$ cat config.mk
export PLATFORM = sky130hd
export DESIGN_NAME = hs_src_ctrl_flat
export DESIGN_NICKNAME = d
export VERILOG_FILES = /design/src/rtl/hs_src_ctrl_pkg.sv /design/src/rtl/hs_src_ctrl_if.sv /design/src/rtl/hs_src_ctrl_gap_cnt.sv /design/src/rtl/hs_src_ctrl.sv /design/src/flat_wrapper.sv
export SDC_FILE = /design/constraint.sdc
export NUM_CORES = 1
export LEC_CHECK = 0
export BUFFER_PORTS_ARGS = -buffer_cell sky130_fd_sc_hd__buf_4
export CAP_MARGIN = 20
export CORE_MARGIN = 2
export CORE_UTILIZATION = 30
export CTS_BUF_LIST = sky130_fd_sc_hd__clkbuf_8
export CTS_CLUSTER_SIZE = 16
export DETAILED_ROUTE_END_ITERATION = 10
export PLACE_DENSITY = 0.52
export SETUP_SLACK_MARGIN = 0.15
export SLEW_MARGIN = 20
export SYNTH_ARGS = -nofsm -noshare
export SYNTH_HDL_FRONTEND = slang
export SYNTH_SLANG_ARGS = --single-unit
$ cat constraint.sdc
create_clock -name clk -period 1.76 [get_ports clk]
set_input_delay 0.264 -clock clk [delete_from_list [all_inputs] [get_ports clk]]
set_output_delay 0.264 -clock clk [all_outputs]
set_load 0.01 [all_outputs]
$ cat src/rtl/hs_src_ctrl_pkg.sv
// Shared types and sizing helpers for the toggle-free pulse CDC handshake (source and destination sides).
package hs_pkg;

    typedef enum logic [1:0] {
        HS_IDLE   = 2'd0,
        HS_LAUNCH = 2'd1,
        HS_WAIT   = 2'd2
    } hs_state_t;

    localparam int unsigned HS_GAP_MIN = 2;
    localparam int unsigned HS_GAP_MAX = 255;

    // Width of a counter that must be able to hold max_val.
    function automatic int unsigned cnt_w(input int unsigned max_val);
        return $clog2(max_val + 1);
    endfunction

endpackage

$ cat src/rtl/hs_src_ctrl_if.sv
// Word stream in, held din/din_vld launch out, synced ack back, plus status for the source launcher.
interface hs_src_ctrl_if #(
    parameter int unsigned DATA_WIDTH = 8
);
    logic [DATA_WIDTH-1:0] s_data;
    logic                  s_valid;
    logic                  s_ready;
    logic [DATA_WIDTH-1:0] din;
    logic                  din_vld;
    logic                  ack_in;
    logic                  busy;
    logic                  timeout;

    modport master (
        output s_data, s_valid, ack_in,
        input  s_ready, din, din_vld, busy, timeout
    );

    modport slave (
        input  s_data, s_valid, ack_in,
        output s_ready, din, din_vld, busy, timeout
    );
endinterface

$ cat src/rtl/hs_src_ctrl_gap_cnt.sv
// Saturating up-counter; clr restarts from zero and may count in the same cycle.
module hs_gap_cnt
    import hs_pkg::*;
#(
    parameter int unsigned MAX_VAL = 6,
    parameter int unsigned W       = cnt_w(MAX_VAL)
) (
    input  logic         clk,
    input  logic         rst,
    input  logic         clr,
    input  logic         inc,
    output logic [W-1:0] cnt
);

    logic [W-1:0] base_c;

    always_comb begin
        base_c = clr ? '0 : cnt;
    end

    always_ff @(posedge clk) begin
        if (rst) begin
            cnt <= '0;
        end else if (inc && (base_c != W'(MAX_VAL))) begin
            cnt <= base_c + W'(1);
        end else begin
            cnt <= base_c;
        end
    end

endmodule

$ cat src/rtl/hs_src_ctrl.sv
// Source-side launcher of the pulse CDC handshake: accepts one word, holds it on din, pulses din_vld,
// waits for the synced ack and the minimum pulse gap. Optional ack timeout under HS_ACK_TIMEOUT_EN.
module hs_src_ctrl
    import hs_pkg::*;
#(
    parameter int unsigned DATA_WIDTH     = 8,
    parameter int unsigned GAP_CYCLES     = 6,
    parameter int unsigned TIMEOUT_CYCLES = 64
) (
    input  logic          clk,
    input  logic          rst,
    hs_src_ctrl_if.slave  bus
);

    localparam int unsigned GAP_W = cnt_w(GAP_CYCLES);

    if ((GAP_CYCLES < HS_GAP_MIN) || (GAP_CYCLES > HS_GAP_MAX) || (TIMEOUT_CYCLES < GAP_CYCLES)) begin : g_cfg_err
        $error("hs_src_ctrl: illegal GAP_CYCLES/TIMEOUT_CYCLES");
    end

    hs_state_t             state;
    hs_state_t             state_nxt;
    logic [DATA_WIDTH-1:0] din_q;
    logic                  din_vld_q;
    logic                  s_ready_q;
    logic                  busy_q;
    logic                  ack_q;
    logic                  ack_seen;
    logic                  ack_seen_nxt;
    logic                  accept_c;
    logic                  rise_c;
    logic                  gap_done_c;
    logic [GAP_W-1:0]      gap_cnt;

    // s_ready_q is only high in IDLE, and stays low for the first cycle after reset.
    assign accept_c   = s_ready_q && bus.s_valid;
    assign rise_c     = bus.ack_in && !ack_q;
    assign gap_done_c = (gap_cnt == GAP_W'(GAP_CYCLES));

    // Loads 1 on accept so the launch cycle counts as the first gap cycle.
    hs_gap_cnt #(
        .MAX_VAL (GAP_CYCLES),
        .W       (GAP_W)
    ) u_gap_cnt (
        .clk (clk),
        .rst (rst),
        .clr (state == HS_IDLE),
        .inc (accept_c || (state != HS_IDLE)),
        .cnt (gap_cnt)
    );

`ifdef HS_ACK_TIMEOUT_EN
    localparam int unsigned TO_W = cnt_w(TIMEOUT_CYCLES);

    logic [TO_W-1:0] to_cnt;
    logic            to_hit_nxt;
    logic            timeout_q;

    hs_gap_cnt #(
        .MAX_VAL (TIMEOUT_CYCLES),
        .W       (TO_W)
    ) u_to_cnt (
        .clk (clk),
        .rst (rst),
        .clr (state == HS_IDLE),
        .inc (state != HS_IDLE),
        .cnt (to_cnt)
    );
`endif

    always_ff @(posedge clk) begin
        if (rst) begin
            state <= HS_IDLE;
        end else begin
            state <= state_nxt;
        end
    end

    always_comb begin
        state_nxt    = state;
        ack_seen_nxt = ack_seen;
`ifdef HS_ACK_TIMEOUT_EN
        to_hit_nxt   = 1'b0;
`endif
        case (state)
            HS_IDLE: begin
                // Ack edges here are stale or stray.
                ack_seen_nxt = 1'b0;
                if (accept_c) begin
                    state_nxt = HS_LAUNCH;
                end
            end
            HS_LAUNCH: begin
                ack_seen_nxt = ack_seen || rise_c;
                state_nxt    = HS_WAIT;
            end
            HS_WAIT: begin
                ack_seen_nxt = ack_seen || rise_c;
                if (ack_seen && gap_done_c) begin
                    state_nxt = HS_IDLE;
`ifdef HS_ACK_TIMEOUT_EN
                end else if (timeout_q) begin
                    state_nxt = HS_IDLE;
                end else if (!ack_seen_nxt && (to_cnt == TO_W'(TIMEOUT_CYCLES - 1))) begin
                    // Registered so the pulse lands in the cycle to_cnt reaches the limit.
                    to_hit_nxt = 1'b1;
`endif
                end
            end
            default: begin
                state_nxt = HS_IDLE;
            end
        endcase
    end

    // Registered outputs decoded from the next state; din only moves on accept.
    always_ff @(posedge clk) begin
        if (rst) begin
            din_q     <= '0;
            din_vld_q <= 1'b0;
            s_ready_q <= 1'b0;
            busy_q    <= 1'b0;
            ack_q     <= 1'b0;
            ack_seen  <= 1'b0;
        end else begin
            if (accept_c) begin
                din_q <= bus.s_data;
            end
            din_vld_q <= (state_nxt == HS_LAUNCH);
            s_ready_q <= (state_nxt == HS_IDLE);
            busy_q    <= (state_nxt != HS_IDLE);
            ack_q     <= bus.ack_in;
            ack_seen  <= ack_seen_nxt;
        end
    end

`ifdef HS_ACK_TIMEOUT_EN
    always_ff @(posedge clk) begin
        if (rst) begin
            timeout_q <= 1'b0;
        end else begin
            timeout_q <= to_hit_nxt;
        end
    end

    assign bus.timeout = timeout_q;
`else
    assign bus.timeout = 1'b0;
`endif

    assign bus.din     = din_q;
    assign bus.din_vld = din_vld_q;
    assign bus.s_ready = s_ready_q;
    assign bus.busy    = busy_q;

endmodule

$ cat src/flat_wrapper.sv
// flat-port wrapper written by rule: the top's interface ports become plain ports
module hs_src_ctrl_flat import hs_pkg::*;
#(
    parameter int unsigned DATA_WIDTH     = 8,
    parameter int unsigned GAP_CYCLES     = 6,
    parameter int unsigned TIMEOUT_CYCLES = 64
)
  (clk, rst, bus_s_data, bus_s_valid, bus_ack_in, bus_s_ready, bus_din, bus_din_vld, bus_busy, bus_timeout);
  hs_src_ctrl_if #(.DATA_WIDTH(DATA_WIDTH)) bus_i ();
  input  logic clk;
  input  logic rst;
  input wire logic [$bits(bus_i.s_data)-1:0] bus_s_data;
  input wire logic [$bits(bus_i.s_valid)-1:0] bus_s_valid;
  input wire logic [$bits(bus_i.ack_in)-1:0] bus_ack_in;
  output wire logic [$bits(bus_i.s_ready)-1:0] bus_s_ready;
  output wire logic [$bits(bus_i.din)-1:0] bus_din;
  output wire logic [$bits(bus_i.din_vld)-1:0] bus_din_vld;
  output wire logic [$bits(bus_i.busy)-1:0] bus_busy;
  output wire logic [$bits(bus_i.timeout)-1:0] bus_timeout;
  assign bus_i.s_data = bus_s_data;
  assign bus_i.s_valid = bus_s_valid;
  assign bus_i.ack_in = bus_ack_in;
  assign bus_s_ready = bus_i.s_ready;
  assign bus_din = bus_i.din;
  assign bus_din_vld = bus_i.din_vld;
  assign bus_busy = bus_i.busy;
  assign bus_timeout = bus_i.timeout;
  hs_src_ctrl #(.DATA_WIDTH(DATA_WIDTH), .GAP_CYCLES(GAP_CYCLES), .TIMEOUT_CYCLES(TIMEOUT_CYCLES)) u_core (.clk(clk), .rst(rst), .bus(bus_i));
endmodule
# == Word-level counts from Yosys, hierarchy flattened ==
# Cells that the tools add are included.
# op_classes
muxes,6
n_eq_ne,5
n_reduce_logical,13
n_addsub,1
# ops
cell,n
$mux 3,2
$pmux 2 s3,1
$reduce_bool 2->1,3
$eq 2x1->1 const B,2
$logic_and 1x1->1,4
$logic_not 2->1,2
$mux 2,2
$add 3x1->3 const B,1
$eq 3x3->1 const B,1
$ne 3x3->1 const B,1
$eq 2x2->1 const B,1
$logic_or 1x1->1,2
$pmux 1 s2,1
$reduce_or 2->1,1
$logic_not 1->1,1
# word_totals
output_inout_bits,12
register_bits,18
inputBits,12
wordCells,33

# == Depth between registers and ports, before layout ==
# Gate-level depths: netlist of run 1.
# depth
word_depth,5
mapped_depth,8
depth_no_buf,7

# == Hierarchy ==
# Synthesis of run 1 repeated with hierarchy kept, for this count alone.
# unflattened
cells_unflattened,93
hier_area_um2,849.6
# by_module_without_submodules
mod,cells_each,seq_area_each_um2,instances,area_per_inst_um2
hs_src_ctrl,73,300.3,1,670.6
hs_gap_cnt,20,60.1,1,178.9

# == Least setup slack after synthesis of run 1 ==
# Ideal clock, no wire load.
# synth_timing
kind,reg-to-reg
start,register u_core.state[0]
end,register u_core.u_gap_cnt.cnt[2]
stages_incl_launch_ff,8
period_less_slack_ns,1.878
setup_ns,0.103
arrival_ns,1.775
t_required_ns,1.657
slack_ns,-0.118
n_path_buf,1
cell_sequence,dfxtp_1 inv_1 ha_1 clkbuf_1 nor2b_1 ha_1 and4bb_2 a2111oi_2
# synth_between
elab_chain_len,5
word_cells_on_any_way,8
cone_classes,add/sub: 1; eq/ne: 1; mux: 2; reduce/logical: 4
# synth_lines
item,line,rtl
"start, declared",hs_src_ctrl.sv:21,hs_state_t state;
"start signal, assigned",hs_src_ctrl.sv:75,state <= state_nxt;
"parallel branches: the longest is 4 deep, another holds $add 3x1->3",-,
$mux 3 (*),hs_src_ctrl_gap_cnt.sv:24,end else if (inc && (base_c != W'(MAX_VAL))) begin
"end signal, assigned",hs_src_ctrl_gap_cnt.sv:25,cnt <= base_c + W'(1);
"end signal, assigned",hs_src_ctrl_gap_cnt.sv:27,cnt <= base_c;
"end, declared",hs_src_ctrl_gap_cnt.sv:12,output logic [W-1:0] cnt
# Mark *: on every way between the ends.
# A chain may end at the register's enable or synchronous reset.

# == Worst setup path in the final report of run 1 ==
# layout_timing
start,register u_core.state[1]
end,register u_core.u_gap_cnt.cnt[1]
# Same word-level chain as after synthesis.

==> flow_summary.ini, run 1 <==
[outcome]
status = finished clean

[clocking]
clock_sinks = 18
clkLatencyLatePin_ps = 260
cts_htree_levels = 1
numCtsBuffers = 3
clock_path_buffers = 2
cts_tree = done
cts_root_buf = clkbuf_8
clk_pin_slew_ps = 70

[synth]
ys_ff_latch = 18
synth.top_cell.area_share_pct = 42.9
synth_warnings = 0
yosys.area.top_type = dfxtp_1
synth_nets = 114
ys_async_sr_fraction_pct = 0
yosys-top-cells-area = dfxtp_1, nand2_1, a21oi_1, ha_1, nand3b_1
syn_avg_cell_area_um2 = 8.66
synth_cells = 97
synthMostInstantiatedCell = nand2_1
mappedNetlistArea_um2 = 840
synth_edf_count = 0
synthTopCellsByCount = nand2_1, dfxtp_1, a21oi_1
synth_cell_types = 31
ys_seq_area_share_pct = 42.9
synth_top_flop_cell = dfxtp_1

[drt]
initialDrtViolationCount = 15
vias = 764
firstDrtPassIters = 2
drcViolationCount = 0
ant_nets = 0
wl_per_cell_um = 12.4
wl_um = 1930
vias_per_cell = 4.90

[setup_path]
cp_cell_sequence = inv_2 -> ha_4 -> nand2b_4 -> ha_4 -> and3b_2 -> a211o_1 -> a21oi_1
cp_data_required_time_ps = 1950
rrSetupSlack_ps = 200
cp_slowest_cell = dfxtp_4
r2r_start = u_core.state[1]$_SDFF_PP0_
crit_path_start_kind = flop
crit_fanout = 7
reg2reg_to = u_core.u_gap_cnt.cnt[1]$_SDFF_PP0_
cp-end-kind = flop
rr_worst_depth = 7
path_class = reg2reg
cpMostUsedCell = ha_4
cp_slowest_stage_delay_ps = 380
arrival_ps = 1760

[timing]
whs_ps = 229
setup_viol = 0
tns_ps = 0
fin_crit_ps = 1560
hold_viol_final = 0
layout_worst_path_cycle_share_pct = 88.8
rsz0062_at_grt = yes
final-max-slew-violation-count = 0
max_freq_ghz = 0.640
skew_ps = 4.95

[floorplan]
fp.dieW_um = 56.9
core_area_um2 = 2710
rows = 19
die_h_um = 56.9
initial_core_util_pct = 31.0
ios = 24
design.die.area_um2 = 3240

[finish]
fin_nets = 143
final_layout_size_suffix_gt1_share_pct = 38.4
synthToLayoutAreaGrowth_pct = 39.8
design_area_um2 = 1170
nFillCells = 287
diodes = 0
fin_cells = 156

[placement]
portBuffers = 22
dpl_cell_area_um2 = 1080
dp_hpwl_um = 1380
place_congestion = 0.748
dp_cells = 147

[grt]
antenna_found_initial = 0
grt_pass1_vias = 736
grt_pass1_wl_um = 3230
grt_max_degree = 18
grt-ovfl-total = 0
gr-usage-all-layers_pct = 13.1

[power_and_ir_drop]
power_mw = 1.05
ir_drop_mv = 0.533
power_density_nw_per_um2 = 894
leakage_nw = 0.498

[min_path]
hp-class = in2reg
holdPathEnd = u_core.ack_q$_SDFF_PP0_
hold_depth = 2
min-delay-start = bus_ack_in

[run]
maxCapViolCount = 0
-- placed cells by master (no fill, tap or decap) --
cell / netlist / layout
a2111oi_2: 1 / 1
a211o_1: 1 / 1
a21o_1: 1 / 1
a21oi_1: 13 / 13
a31oi_1: 1 / 1
a32oi_1: 1 / 1
and2_1: 1 / 1
and3_1: 1 / 1
and3_2: 1 / 1
and3b_2: 1 / 1
and4b_1: 2 / 2
and4bb_2: 1 / 1
buf_4: 1 / 28
clkbuf_8: 0 / 4
conb_1: 1 / 1
dfxtp_1: 18 / 16
dfxtp_4: 0 / 2
ha_1: 5 / 2
ha_2: 0 / 1
ha_4: 0 / 2
inv_1: 3 / 1
inv_2: 0 / 2
nand2_1: 20 / 20
nand2b_1: 2 / 1
nand2b_4: 0 / 1
nand3b_1: 3 / 3
nand4b_1: 2 / 2
nor2_1: 6 / 6
nor2b_1: 2 / 1
nor2b_4: 0 / 1
nor3_1: 1 / 1
nor4_2: 1 / 1
o21a_2: 1 / 1
o21ai_0: 1 / 1
o21bai_1: 1 / 1
or2_2: 1 / 1
-- routing by layer --
layer,track usage [%],routed length (um),vias up
met5,0,0,-
met4,8.97,53,0
met3,2.07,31,5
met2,21.8,990,9
met1,15.3,859,358
li1,-,-,392
-- timing repair --
item / 4_1_cts / 5_1_grt
hold buffers: 0 / 0
hold endpoints to repair: 0 / 0
buffers inserted: 1 / 4
cloned: 0 / 0
setup endpoints to repair: 1 / 2
resized for setup: 1 / 0
pin swaps: 0 / 2
-- report_power, final --
group | internal [mW] | total [mW] | switching [mW]
Clock | 0.199 | 0.347 | 0.148
Combinational | 0.127 | 0.236 | 0.110
Sequential | 0.441 | 0.466 | 0.0246
Total | 0.767 | 1.05 | 0.282
-- kinds of logic (layout without fill, tap and decap cells) --
| group | Yosys count | in the layout | synth area share (%) |
|---|---|---|---|
| AOI/OAI and AO/OA | 21 | 21 | 15.8 |
| adders and majority gates | 5 | 5 | 7.45 |
| buffers and inverters | 7 | 35 | 3.73 |
| DFF | 18 | 18 | 42.9 |
| other | 1 | 1 | 0.447 |
| and+or+nand+nor | 45 | 45 | 29.7 |
-- cell type report --
| cell class | instances | area (um2) | share of cell area, % |
|---|---|---|---|
| Clock buffer | 4 | 55.1 | 4.69 |
| Multi-Input combinational cell | 72 | 490 | 41.8 |
| Timing Repair Buffer | 28 | 210 | 17.9 |
| Sequential cell | 18 | 368 | 31.3 |
| Inverter | 3 | 11.3 | 0.959 |
| Tap cell | 31 | 38.8 | 3.30 |
-- critical path: cells and delay by family (launching register included) --
kind | cells | cell delay (ps)
AOI/OAI and AO/OA | 2 | 360
adders and majority gates | 2 | 350
buffers and inverters | 1 | 50
DFF | 1 | 380
and+or+nand+nor | 2 | 360
-- through the flow --
step	worst slack (ps)	util, %
floorplan	161	-
global placement	217	39.8
detailed placement	161	39.8
CTS	165	42.2
global route	145	43.3
finish	197	43.3
-- how the worst max path moves through the flow --
stage	start	to	slack [ps]	cells past startpoint
detailed placement	u_core.state[0]$_SDFF_PP0_	u_core.u_gap_cnt.cnt[1]$_SDFF_PP0_	160	7
floorplan	u_core.state[0]$_SDFF_PP0_	u_core.u_gap_cnt.cnt[1]$_SDFF_PP0_	160	8
global route	u_core.state[1]$_SDFF_PP0_	u_core.u_gap_cnt.cnt[1]$_SDFF_PP0_	150	7
CTS	u_core.state[1]$_SDFF_PP0_	u_core.u_gap_cnt.cnt[1]$_SDFF_PP0_	160	7
global placement	u_core.state[0]$_SDFF_PP0_	u_core.u_gap_cnt.cnt[2]$_SDFF_PP0_	220	7
finish	u_core.state[1]$_SDFF_PP0_	u_core.u_gap_cnt.cnt[1]$_SDFF_PP0_	200	7
-- registers in the layout, summed over array words and instances (netlist names) --
register and cells:
u_core.state 2, u_core.bus.din_vld 1, u_core.bus.din 8, u_core.ack_seen 1
u_core.ack_q 1, u_core.bus.s_ready 1, u_core.bus.busy 1, u_core.u_gap_cnt.cnt 3
Power figures use the tool's default switching activity.
==> inputs of run 2 (changes only) <==
- CELL_PAD_IN_SITES_DETAIL_PLACEMENT: default -> 1
- CELL_PAD_IN_SITES_GLOBAL_PLACEMENT: default -> 1
- CTS_CLUSTER_SIZE: 16 -> default
- PLACE_DENSITY: 0.52 -> 0.67
==> run 2 against run 1 <==
Against the previous run:
- global-route usage fell by 0.76 points
- routed wire length fell by 0.21%
- non-clock buffer count fell by 1
- sequential share of layout area rose by 0.47 points
- flip-flop and latch count did not move
- clock power fell by 17%
- final area fell by 1.5%
- highest routed layer unchanged
==> flow_summary.ini, run 2 (same netlist as run 1, synthesis figures left out) <==
[clocking]
cts_htree_levels = 1
numCtsBuffers = 3
clk_pin_slew_ps = 70
cts_tree = done
clock_path_buffers = 2
clock_sinks = 18
clkLatencyLatePin_ps = 250
cts_root_buf = clkbuf_8

[drt]
met2_length_um = 986
drt-met1-wl_um = 858
wl_met3_um = 37
highest_layer = met4
drcViolationCount = 0
ant_nets = 0
vias_per_cell = 4.83
wl_per_cell_um = 12.5
initialDrtViolationCount = 8
wl_um = 1930
firstDrtPassIters = 4
vias = 749

[timing]
hold_viol_final = 0
rsz0062_at_grt = no
layout_worst_path_cycle_share_pct = 87.1
tns_ps = 0
final-max-slew-violation-count = 0
fin_crit_ps = 1530
max_freq_ghz = 0.652
skew_ps = 2.86
setup_viol = 0

[power_and_ir_drop]
p_int_mw = 0.716
leakage_nw = 0.493
ir_drop_mv = 0.547
combPwrFrac_pct = 23.3
switching_share_pct = 27.2
p_sw_mw = 0.267
power_density_nw_per_um2 = 851
power.share.clock_pct = 29.4
power_mw = 0.984
p_seq_share_pct = 47.3

[floorplan]
core_area_um2 = 2710
die_h_um = 56.9
ios = 24
rows = 19
initial_core_util_pct = 31.0
design.die.area_um2 = 3240
fp.dieW_um = 56.9

[finish]
diodes = 0
final_layout_size_suffix_gt1_share_pct = 37.1
nFillCells = 342
fin_nets = 142
final_cell_mix = buf_4, nand2_1, dfxtp_1, a21oi_1, nor2_1
mostFrequentLayoutCell = buf_4
post-route-util_pct = 42.7
largest_reg_flops = 8
synthToLayoutAreaGrowth_pct = 37.7

[setup_path]
crit_fanout = 9
cp_cell_sequence = inv_2 -> ha_4 -> nand2b_4 -> ha_4 -> and3b_2 -> a211o_1 -> a21oi_1
cp_slowest_stage_delay_ps = 360
cp_data_required_time_ps = 1950
crit_path_start_kind = flop
rrSetupSlack_ps = 230
reg2reg_to = u_core.u_gap_cnt.cnt[1]$_SDFF_PP0_
rr_worst_depth = 7
arrival_ps = 1720
path_class = reg2reg
cp-end-kind = flop
cp_slowest_cell = dfxtp_4
r2r_start = u_core.state[1]$_SDFF_PP0_
cpMostUsedCell = ha_4

[min_path]
min-delay-start = bus_ack_in
holdPathEnd = u_core.ack_q$_SDFF_PP0_
hold_depth = 2
hp-class = in2reg

[grt]
grt-ovfl-total = 0
grt_pass1_wl_um = 3080
grt_pass1_vias = 679
antenna_found_initial = 0
grt_max_degree = 18
gr-usage-all-layers_pct = 12.4

[outcome]
status = finished clean

[placement]
place_congestion = 0.733
dp_hpwl_um = 1420
portBuffers = 22

[run]
maxCapViolCount = 0
-- run 2: metal layers --
metal / vias to the layer above / global-route usage (%)
li1: 390 / -
met1: 345 / 15.6
met2: 10 / 20.4
met3: 4 / 1.38
met4: 0 / 6.98
met5: - / 0
-- run 2: timing repair --
action	4_1_cts	5_1_grt
cloned	0	0
pin swaps	0	1
setup buffers	0	4
hold buffers	0	0
endpoints found under the setup margin	1	3
gates resized for setup	1	0
-- run 2: area by class of cell --
class | instances | area, um2 | area share (%)
Timing Repair Buffer | 27 | 203 | 17.5
Tap cell | 31 | 38.8 | 3.35
Inverter | 3 | 11.3 | 0.974
Sequential cell | 18 | 368 | 31.8
Multi-Input combinational cell | 72 | 490 | 42.4
Clock inverter | 1 | 3.75 | 0.325
Clock buffer | 3 | 41.3 | 3.57
-- run 2: power by group through the flow --
stage	Combinational, mW	Clock [mW]	Sequential [mW]
final	0.229	0.289	0.466
after global placement	0.209	0	0.478
after global routing	0.256	0.322	0.472
after floorplan	0.123	0	0.485
after detailed placement	0.213	0	0.479
after CTS	0.212	0.304	0.470
-- run 2: worst max path at each step --
stage                     cells after the start                        from                                  to  slack (ps)
after floorplan                               8  u_core.state[0]$_SDFF_PP0_  u_core.u_gap_cnt.cnt[1]$_SDFF_PP0_         160
after global placement                        7  u_core.state[1]$_SDFF_PP0_  u_core.u_gap_cnt.cnt[1]$_SDFF_PP0_         220
after detailed placement                      7  u_core.state[1]$_SDFF_PP0_  u_core.u_gap_cnt.cnt[1]$_SDFF_PP0_         160
after CTS                                     7  u_core.state[0]$_SDFF_PP0_  u_core.u_gap_cnt.cnt[1]$_SDFF_PP0_         150
after global routing                          7  u_core.state[1]$_SDFF_PP0_  u_core.u_gap_cnt.cnt[1]$_SDFF_PP0_         150
final                                         7  u_core.state[1]$_SDFF_PP0_  u_core.u_gap_cnt.cnt[1]$_SDFF_PP0_         230
-- run 2: stage by stage --
stage / setup slack, ps / hold slack [ps] / instances / area, um2
final: 227 / 234 / 155 / 1160
after global routing: 154 / 260 / 155 / 1160
after CTS: 155 / 228 / 151 / 1130
after detailed placement: 163 / 451 / 147 / 1080
after global placement: 222 / 446 / 147 / 1080
after floorplan: 161 / 333 / 97 / 897
-- run 2: critical path, delay by kind of cell (launching register included) --
kind,cells,cell delay (ps)
and+or+nand+nor,2,360
buffers and inverters,1,50
DFF,1,360
adders and majority gates,2,370
AOI/OAI and AO/OA,2,330
